File: config.mk
export PLATFORM = sky130hd
export DESIGN_NAME = comm_master_mb
export DESIGN_NICKNAME = d
export VERILOG_FILES = /design/src/rtl/comm_pkg.sv /design/src/rtl/uart_rx_byte.sv /design/src/rtl/comm_master_mb.sv
export SDC_FILE = /design/constraint.sdc
export NUM_CORES = 1
export LEC_CHECK = 0
export ABC_AREA = 1
export CORE_MARGIN = 10
export CORE_UTILIZATION = 40
export DETAILED_ROUTE_END_ITERATION = 8
export SKIP_CTS_REPAIR_TIMING = 1
export SLEW_MARGIN = 20
export SYNTH_ARGS = -nofsm -noshare
export SYNTH_HDL_FRONTEND = slang
export SYNTH_HIERARCHICAL = 1
export SYNTH_SLANG_ARGS = --single-unit
File: constraint.sdc
create_clock -name clk -period 4.25 [get_ports clk]
set_input_delay 0.6375 -clock clk [delete_from_list [all_inputs] [get_ports clk]]
set_output_delay 0.6375 -clock clk [all_outputs]
set_load 0.03 [all_outputs]
File: src/rtl/comm_pkg.sv
// Shared definitions for the copter command link: opcodes, the ACK byte
// and the frame FSM state type.
package comm_pkg;

    localparam logic [7:0] REQ_BATT  = 8'h01;
    localparam logic [7:0] SET_PTCH  = 8'h02;
    localparam logic [7:0] SET_ROLL  = 8'h03;
    localparam logic [7:0] SET_YAW   = 8'h04;
    localparam logic [7:0] SET_THRST = 8'h05;
    localparam logic [7:0] CALIBRATE = 8'h06;
    localparam logic [7:0] EMER_LAND = 8'h07;
    localparam logic [7:0] MTRS_OFF  = 8'h08;

    localparam logic [7:0] ACK = 8'hA5;

    typedef enum logic [2:0] {
        StIdle,
        StLoad,
        StTxByte,
        StRespWait,
        StDone
    } comm_state_e;

endpackage

File: src/rtl/uart_rx_byte.sv
// 8N1 UART byte receiver: two-flop synchroniser, falling-edge start detect
// with a half-bit glitch re-check, centre sampling and stop-bit validation.
module uart_rx_byte #(
    parameter int unsigned BAUD_DIV = 2604
) (
    input  logic       clk,
    input  logic       rst,
    input  logic       rx,
    output logic [7:0] rx_byte,
    output logic       rx_vld,
    output logic       rx_busy
);

    localparam int unsigned CW = $clog2(BAUD_DIV);
    localparam logic [CW-1:0] HALF_LAST = CW'(BAUD_DIV / 2 - 1);
    localparam logic [CW-1:0] FULL_LAST = CW'(BAUD_DIV - 1);

    typedef enum logic [1:0] {RxIdle, RxStart, RxData, RxStop} rx_state_e;

    rx_state_e     state_q, state_d;
    logic [1:0]    sync_q;
    logic          rx_prev_q;
    logic [CW-1:0] cnt_q, cnt_d;
    logic [2:0]    bit_q, bit_d;
    logic [7:0]    sr_q, sr_d;
    logic [7:0]    byte_q, byte_d;
    logic          vld_q, vld_d;
    logic          rx_s;

    assign rx_s = sync_q[1];

    // Synchroniser, edge-detect history and receiver state registers.
    always_ff @(posedge clk or posedge rst) begin
        if (rst) begin
            sync_q    <= 2'b11;
            rx_prev_q <= 1'b1;
            state_q   <= RxIdle;
            cnt_q     <= '0;
            bit_q     <= '0;
            sr_q      <= '0;
            byte_q    <= '0;
            vld_q     <= 1'b0;
        end else begin
            sync_q    <= {sync_q[0], rx};
            rx_prev_q <= rx_s;
            state_q   <= state_d;
            cnt_q     <= cnt_d;
            bit_q     <= bit_d;
            sr_q      <= sr_d;
            byte_q    <= byte_d;
            vld_q     <= vld_d;
        end
    end

    // Bit timing: start re-checked mid-bit, data and stop sampled at centres.
    always_comb begin
        state_d = state_q;
        cnt_d   = cnt_q;
        bit_d   = bit_q;
        sr_d    = sr_q;
        byte_d  = byte_q;
        vld_d   = 1'b0;
        unique case (state_q)
            RxIdle: begin
                if (rx_prev_q && !rx_s) begin
                    cnt_d   = '0;
                    state_d = RxStart;
                end
            end
            RxStart: begin
                if (cnt_q == HALF_LAST) begin
                    cnt_d   = '0;
                    bit_d   = '0;
                    // Line back high at mid-start: treat as a glitch.
                    state_d = rx_s ? RxIdle : RxData;
                end else begin
                    cnt_d = cnt_q + 1'b1;
                end
            end
            RxData: begin
                if (cnt_q == FULL_LAST) begin
                    cnt_d = '0;
                    sr_d  = {rx_s, sr_q[7:1]};
                    bit_d = bit_q + 3'd1;
                    if (bit_q == 3'd7) begin
                        state_d = RxStop;
                    end
                end else begin
                    cnt_d = cnt_q + 1'b1;
                end
            end
            RxStop: begin
                if (cnt_q == FULL_LAST) begin
                    cnt_d   = '0;
                    state_d = RxIdle;
                    // A low stop bit is a framing error; the byte is discarded.
                    if (rx_s) begin
                        byte_d = sr_q;
                        vld_d  = 1'b1;
                    end
                end else begin
                    cnt_d = cnt_q + 1'b1;
                end
            end
            default: state_d = RxIdle;
        endcase
    end

    assign rx_byte = byte_q;
    assign rx_vld  = vld_q;
    assign rx_busy = (state_q != RxIdle);

endmodule

File: src/rtl/comm_master_mb.sv
// Command-link master: sends a command byte plus DATA_BYTES payload bytes
// over 8N1 UART, then collects RESP_BYTES response bytes or times out.
module comm_master_mb
    import comm_pkg::*;
#(
    parameter int unsigned DATA_BYTES = 2,
    parameter int unsigned RESP_BYTES = 1,
    parameter int unsigned BAUD_DIV   = 2604,
    parameter int unsigned TMO_CLKS   = 2000000
) (
    input  logic                    clk,
    input  logic                    rst,
    input  logic                    snd_cmd,
    input  logic [7:0]              cmd,
    input  logic [8*DATA_BYTES-1:0] data,
    input  logic                    clr_resp_rdy,
    input  logic                    RX,
    output logic                    TX,
    output logic                    frm_snt,
    output logic                    resp_rdy,
    output logic [8*RESP_BYTES-1:0] resp,
    output logic                    resp_tmo,
    output logic                    busy
);

    localparam int unsigned NUM_BYTES = DATA_BYTES + 1;
    localparam int unsigned FW        = 8 * NUM_BYTES;
    localparam int unsigned RW        = 8 * RESP_BYTES;
    localparam int unsigned CW        = $clog2(BAUD_DIV);
    localparam logic [CW-1:0] BIT_LAST    = CW'(BAUD_DIV - 1);
    localparam logic [CW-1:0] BIT_PRELOAD = CW'(BAUD_DIV - 2);
    localparam logic [2:0]    BYTES_ALL   = 3'(NUM_BYTES);
    localparam logic [2:0]    RESP_LAST   = 3'(RESP_BYTES - 1);
    localparam logic [31:0]   TMO_LAST    = 32'(TMO_CLKS - 1);

    comm_state_e   state_q, state_d;
    logic [FW-1:0] frame_q, frame_d;
    logic [9:0]    tx_sr_q, tx_sr_d;
    logic [CW-1:0] baud_q, baud_d;
    logic [3:0]    bit_q, bit_d;
    logic [2:0]    byte_cnt_q, byte_cnt_d;
    logic [2:0]    resp_cnt_q, resp_cnt_d;
    logic [31:0]   tmo_q, tmo_d;
    logic [RW-1:0] resp_q, resp_d;
    logic          frm_snt_q, frm_snt_d;
    logic          resp_rdy_q, resp_rdy_d;
    logic          resp_tmo_q, resp_tmo_d;

    logic [7:0]    rx_byte;
    logic          rx_vld;
    logic          rx_busy;
    logic [RW+7:0] resp_ext;

    uart_rx_byte #(
        .BAUD_DIV(BAUD_DIV)
    ) u_rx (
        .clk    (clk),
        .rst    (rst),
        .rx     (RX),
        .rx_byte(rx_byte),
        .rx_vld (rx_vld),
        .rx_busy(rx_busy)
    );

    assign resp_ext = {resp_q, rx_byte};

    // Frame FSM, serialiser, response and timeout registers.
    always_ff @(posedge clk or posedge rst) begin
        if (rst) begin
            state_q    <= StIdle;
            frame_q    <= '0;
            tx_sr_q    <= '1;
            baud_q     <= '0;
            bit_q      <= '0;
            byte_cnt_q <= '0;
            resp_cnt_q <= '0;
            tmo_q      <= '0;
            resp_q     <= '0;
            frm_snt_q  <= 1'b0;
            resp_rdy_q <= 1'b0;
            resp_tmo_q <= 1'b0;
        end else begin
            state_q    <= state_d;
            frame_q    <= frame_d;
            tx_sr_q    <= tx_sr_d;
            baud_q     <= baud_d;
            bit_q      <= bit_d;
            byte_cnt_q <= byte_cnt_d;
            resp_cnt_q <= resp_cnt_d;
            tmo_q      <= tmo_d;
            resp_q     <= resp_d;
            frm_snt_q  <= frm_snt_d;
            resp_rdy_q <= resp_rdy_d;
            resp_tmo_q <= resp_tmo_d;
        end
    end

    // Next-state: frame sequencing, bit timing, response capture and timeout.
    always_comb begin
        state_d    = state_q;
        frame_d    = frame_q;
        tx_sr_d    = tx_sr_q;
        baud_d     = baud_q;
        bit_d      = bit_q;
        byte_cnt_d = byte_cnt_q;
        resp_cnt_d = resp_cnt_q;
        tmo_d      = tmo_q;
        resp_d     = resp_q;
        frm_snt_d  = frm_snt_q;
        resp_rdy_d = resp_rdy_q;
        resp_tmo_d = resp_tmo_q;

        // Clear first so a set below in the same cycle takes priority.
        if (clr_resp_rdy) begin
            resp_rdy_d = 1'b0;
            resp_tmo_d = 1'b0;
        end

        unique case (state_q)
            StIdle: begin
                if (snd_cmd) begin
                    frame_d    = {cmd, data};
                    frm_snt_d  = 1'b0;
                    resp_rdy_d = 1'b0;
                    resp_tmo_d = 1'b0;
                    byte_cnt_d = '0;
                    resp_cnt_d = '0;
                    state_d    = StLoad;
                end
            end
            StLoad: begin
                tx_sr_d    = {1'b1, frame_q[FW-1 -: 8], 1'b0};
                frame_d    = frame_q << 8;
                baud_d     = '0;
                bit_d      = '0;
                byte_cnt_d = byte_cnt_q + 3'd1;
                state_d    = StTxByte;
            end
            StTxByte: begin
                baud_d = baud_q + 1'b1;
                if (baud_q == BIT_LAST) begin
                    baud_d  = '0;
                    tx_sr_d = {1'b1, tx_sr_q[9:1]};
                    bit_d   = bit_q + 4'd1;
                end
                if (bit_q == 4'd9) begin
                    // Between bytes the LOAD cycle supplies the last stop-bit
                    // cycle, so leave one cycle early and keep bytes back to back.
                    if (byte_cnt_q != BYTES_ALL && baud_q == BIT_PRELOAD) begin
                        state_d = StLoad;
                    end else if (byte_cnt_q == BYTES_ALL && baud_q == BIT_LAST) begin
                        frm_snt_d  = 1'b1;
                        byte_cnt_d = '0;
                        tmo_d      = '0;
                        state_d    = StRespWait;
                    end
                end
            end
            StRespWait: begin
                if (rx_vld) begin
                    resp_d     = resp_ext[RW-1:0];
                    resp_cnt_d = resp_cnt_q + 3'd1;
                    tmo_d      = '0;
                    if (resp_cnt_q == RESP_LAST) begin
                        resp_rdy_d = 1'b1;
                        state_d    = StDone;
                    end
                end else if (!rx_busy) begin
                    // Timer is frozen while a byte is arriving.
                    if (tmo_q == TMO_LAST) begin
                        resp_tmo_d = 1'b1;
                        state_d    = StDone;
                    end else begin
                        tmo_d = tmo_q + 32'd1;
                    end
                end
            end
            StDone: state_d = StIdle;
            default: state_d = StIdle;
        endcase
    end

    assign TX       = (state_q == StTxByte) ? tx_sr_q[0] : 1'b1;
    assign frm_snt  = frm_snt_q;
    assign resp_rdy = resp_rdy_q;
    assign resp     = resp_q;
    assign resp_tmo = resp_tmo_q;
    assign busy     = (state_q != StIdle);

endmodule
==> impl_metrics.tcl, run 1 <==
set metrics [dict create \
    synthAdderAreaFrac 0.0210 \
    fillerInstances 1920 \
    fp.dieH_um 159 \
    cap_violations 0 \
    setup_tns_ns 0 \
    drive_gt1_frac 0.107 \
    met1_length_mm 8.66 \
    die_x_um 159 \
    multi_input_area_sq_um 3690 \
    via_per_inst 4.82 \
    crit_buf_inv 2 \
    rr_startpoint "state_q[1]" \
    cp.depth 5 \
    io_pins 42 \
    final_core_util 0.478 \
    slew_headroom 0.459 \
    fmax_mhz 322 \
    cts_tree "yes" \
    first_pass_iters 5 \
    synth_ff_type "dfrtp_1" \
    crit_path_start_kind "flip-flop" \
    p_per_area_nw_per_um2 556 \
    drt_iter0_markers 359 \
    yosys_warnings 6 \
    min_from "u_rx/sync_q[0]" \
    synth_edf_count 0 \
    reg2reg_to "frame_q[15]" \
    syn_area_per_cell_sq_um 7.46 \
    holdPathStages 0 \
    r2r_cells 6 \
    finalCritPeriodShare 0.730 \
    grt_pass1_vias 6024 \
    seqCellArea_sq_um 3470 \
    grt_max_degree 65 \
    ir_drop_mv 0.337 \
    placementRows 50 \
    cts_sinks 138 \
    top_layer "met4" \
    crit_required_ns 3.61 \
    setup_slack_ns 1.15 \
    crit_path_max_incr_delay_ns 0.61 \
    seq_area_frac_synth 0.448 \
    syn_inst 1039 \
    synth_top_area_frac 0.407 \
    clk_path_buf_depth 2 \
    drc 0 \
    min_path_type "flip-flop to flip-flop" \
    netlist_top_cells_area "dfrtp_1 (41%), nand2_1 (17%), nor2_1 (7.5%)" \
    yosys.area_share.simple 0.345 \
    yosys.cell_types.count 43 \
    route.met2.wl_mm 8.07 \
    crit_path_end_kind "primary output" \
    outcome "complete, no violations" \
    start_util 0.410 \
    cp_slowest_cell "clkdlybuf4s50_1" \
    critPathArrivalTime_ns 2.47 \
    place_ws_ns 1.55 \
    period_minus_slack_ns 3.10 \
    fin_skew_ns 0.00995 \
    portBuffers 41 \
    synthXorXnorAreaFrac 0.0249 \
    synth.ff_latch_count 138 \
    clock_latency_ns 0.42 \
    cts.root.buffer_cell "clkbuf_16" \
    grt_use_total 0.139 \
    path_clk_slew_ns 0.06 \
    hold_viol 0 \
    overflow 0 \
    slew_viol_final 0 \
    core_sq_um 18900 \
    wl_met3_um 552 \
    grt_setup_unrepaired "no" \
    placed_area_sq_um 8330 \
    finalNetCount 1117 \
    finalInstanceArea_sq_um 9030 \
    totalWireLength_mm 17.5 \
    syn-num-nets 1081 \
    critPathTopFamily "buffers and inverters" \
    synth_common_cells "nand2_1 (349), nor2_1 (154), dfrtp_1 (126)" \
    synthArstFlopShare 1.00 \
    num_antenna_cells 0 \
    grt_pass1_wl_mm 29.8 \
    p_leak_uw 0.00414 \
    crit_chain "nor2_4 -> nand2_2 -> inv_1 -> nand2_1 -> clkdlybuf4s50_1" \
    tightest_slew_ns 0.812 \
    rrSetupSlack_ns 1.68 \
    hpwl_mm 12.5 \
    synth_top_family_by_area "simple AND/OR/NAND/NOR gates" \
    drtAntennaViolNets 0 \
    wire_per_inst_um 13.0 \
    cts_buffers 17 \
    synth_largest_area_cell "dfrtp_1" \
    synthMuxAreaShare 0 \
    crit_type "flip-flop to primary output" \
    die_area_sq_um 25300 \
    synth_compound_area_frac 0.0853 \
    setup_viol 0 \
    antenna_found_initial 0 \
    netlist_area_sq_um 7750 \
    hold_end "u_rx/sync_q[1]" \
    syn2layout_area_growth_pct 16.6 \
    worst-path-max-fanout 24 \
    place_congestion 0.920 \
    yosysMostFrequentCell "nand2_1" \
    htreeDepth 4 \
    routed-via-count 6494 \
]
==> worst max-delay path by stage <==
stage / start / to / slack [ns]
after floorplan: rst / baud_q[0] / 0.98
after global routing: state_q[2] / TX / 0.99
after detailed placement: state_q[2] / TX / 1.55
after global placement: state_q[2] / TX / 1.61
final: state_q[2] / TX / 1.15
after CTS: state_q[2] / TX / 1.10
==> cell usage in the layout (no fill, tap or decap), types with 12 or more instances in the layout <==
cell type        count
a21oi_1             12
clkbuf_16           17
clkdlybuf4s50_1     41
dfrtp_1            126
dfstp_2             12
ha_1                13
inv_1               90
inv_2               13
nand2_1            349
nand2_2             13
nand3_1             78
nor2_1             154
o21ai_0             32
xor2_1              20
==> sequential cells by signal, indices dropped and copies added (netlist names), 4 cells and up, named ones only <==
signal,cells
tmo_q,32
frame_q,24
baud_q,12
u_rx/cnt_q,12
tx_sr_q,9
resp,8
u_rx/rx_byte,8
u_rx/sr_q,8
bit_q,4
==> routing by layer <==
layer / track usage / up-vias
met3: 0.0349 / 13
met1: 0.184 / 3015
met2: 0.220 / 82
li1: - / 3384
met5: 0 / -
met4: 0.0409 / 0
==> metrics by stage <==
| step | total power [uW] | cells | hold slack (ns) |
|---|---|---|---|
| floorplan | 3000 | 1039 | 0.345 |
| global placement | 3240 | 1316 | 0.346 |
| detailed placement | 3270 | 1316 | 0.348 |
| CTS | 5070 | 1347 | 0.358 |
| global route | 5350 | 1347 | 0.360 |
| finish | 5020 | 1347 | 0.357 |
==> power by group <==
group          switching, uW  internal [uW]
logic                    996            483
clock network            595           1180
registers                178           1590
total                   1770           3250
==> worst register-to-register path, cell delays in order, from the launching register on <==
cell and delay, ns:
dfrtp_1 0.46, nor2_1 0.06, nand2_1 0.57, clkinv_2 0.46, nor2_4 0.49, inv_2 0.16, o221a_2 0.26
==> area by class of cell <==
cell class | count | share of cell area
flip-flops and latches | 138 | 0.384
multi-input cells | 767 | 0.409
inverters | 106 | 0.0450
clock buffers | 18 | 0.0486
repair buffers | 45 | 0.0487
well taps | 260 | 0.0360
clock inverters | 13 | 0.0291
==> cells by family after synthesis <==
kind of cell / after synthesis
xor+xnor: 22
simple gates: 636
compound gates: 96
fa+ha+maj: 13
buf+inv: 134
flops: 138
Power figures use the tool's default switching activity.
==> run 2: changes to the inputs <==
clock period = 2.49 ns   (was 4.25 ns; I/O delays follow)
==> run 2 against run 1 <==
Die area is the same. Final cell count grew 0.74%. Sequential share of layout area is essentially flat. Clock power grew 45%. Worst setup slack lost 0.84 ns. Critical endpoint is now busy. Largest power group is now registers.
==> impl_metrics.tcl, run 2 (synthesis gave the netlist of run 1 again) <==
set metrics [dict create \
    final_cell_mix "nand2_1 (349), nor2_1 (154), dfrtp_1 (126)" \
    grt_setup_unrepaired "no" \
    totalWireLength_mm 18.0 \
    cts_buffers 17 \
    cts_sinks 138 \
    crit_required_ns 2.12 \
    dp.cells 1325 \
    largest_reg_flops 32 \
    fmax_mhz 458 \
    p_leak_uw 0.00415 \
    crit_type "flip-flop to primary output" \
    fin_cells 1357 \
    fp.dieH_um 159 \
    grt_max_degree 57 \
    setup_viol 0 \
    hpwl_mm 12.5 \
    htreeDepth 4 \
    core_sq_um 18900 \
    regMostFlops "tmo_q" \
    num_antenna_cells 0 \
    setup_tns_ns 0 \
    period_minus_slack_ns 2.18 \
    p_per_area_nw_per_um2 916 \
    overflow 0 \
    cts_tree "yes" \
    min_path_type "input pin to asynchronous set/reset pin" \
    layout.cells.most_common "nand2_1" \
    fillerInstances 1931 \
    die_area_sq_um 25300 \
    finalInstanceArea_sq_um 9040 \
    grt_use_total 0.144 \
    drt_iter0_markers 394 \
    drive_gt1_frac 0.111 \
    clk_path_buf_depth 2 \
    finalNetCount 1127 \
    reg.largest.list "tmo_q x32, frame_q x24" \
    rr_startpoint "tmo_q[0]" \
    slew_viol_final 0 \
    start_util 0.410 \
    placed_area_sq_um 8410 \
    io_pins 42 \
    use_met1 0.198 \
    startpoint "state_q[1]" \
    crit_path_end_kind "primary output" \
    grt_pass1_wl_mm 31.1 \
    routed-via-count 6500 \
    critPathArrivalTime_ns 1.81 \
    path_clk_slew_ns 0.06 \
    grt_pass1_vias 6243 \
    first_pass_iters 4 \
    top_usage_layer "met2" \
    slew_headroom 0.621 \
    p_total_uw 8280 \
    wire_per_inst_um 13.2 \
    syn2layout_area_growth_pct 16.6 \
    cts.root.buffer_cell "clkbuf_16" \
    met2_usage 0.229 \
    place_congestion 0.854 \
    finalCritPeriodShare 0.877 \
    met3_usage 0.0318 \
    clock_latency_ns 0.41 \
    crit_path_start_kind "flip-flop" \
    ir_drop_mv 0.529 \
    fin_skew_ns 0.00780 \
    drc 0 \
    rrSetupSlack_ns 0.38 \
    worst-path-max-fanout 7 \
    portBuffers 41 \
    via_per_inst 4.79 \
    antenna_found_initial 0 \
    tightest_slew_ns 0.567 \
    hold_viol 0 \
    placementRows 50 \
    drtAntennaViolNets 0 \
    outcome "complete, no violations" \
    cap_violations 0 \
    die_x_um 159 \
]
[run 2: through the flow]
stage                     utilization  hold slack, ns  worst slack [ns]
after floorplan                     -           0.345             0.842
after global placement          0.445           0.347             0.298
after detailed placement        0.445           0.348             0.208
after CTS                       0.477           0.270            0.0325
after global routing            0.478           0.295             0.136
final                           0.478           0.280             0.305
[run 2: final cells by class]
cell class	count	area, sq um	area share
multi-input combinational	768	3710	0.410
sequential	138	3470	0.384
timing repair buffer	54	523	0.0579
clock buffer	22	464	0.0514
inverter	106	408	0.0451
tap	260	325	0.0360
clock inverter	9	141	0.0156
[run 2: critical path, cell delays in order, from the launching register on]
cell	delay (ns)
dfrtp_1	0.45
inv_1	0.08
nand2_2	0.16
clkdlybuf4s50_1	0.71
[run 2: where the power goes]
group / internal [uW] / switching, uW
registers: 2710 / 291
logic: 902 / 1790
clock network: 1630 / 951
[run 2: final timing paths]
check	to	cells after the start
min reg2reg	u_rx/sync_q[1]	0
max reg2reg	tmo_q[2]	10
min	frame_q[3]	2
max in group asynchronous	tx_sr_q[5]	3
max	busy	3
min in group clk	u_rx/sync_q[1]	0
[run 2: metal layers]
layer | vias up | wire length (um)
li1 | 3397 | -
met1 | 3016 | 8960
met2 | 85 | 8420
met3 | 2 | 525
met4 | 0 | 49
met5 | - | 0
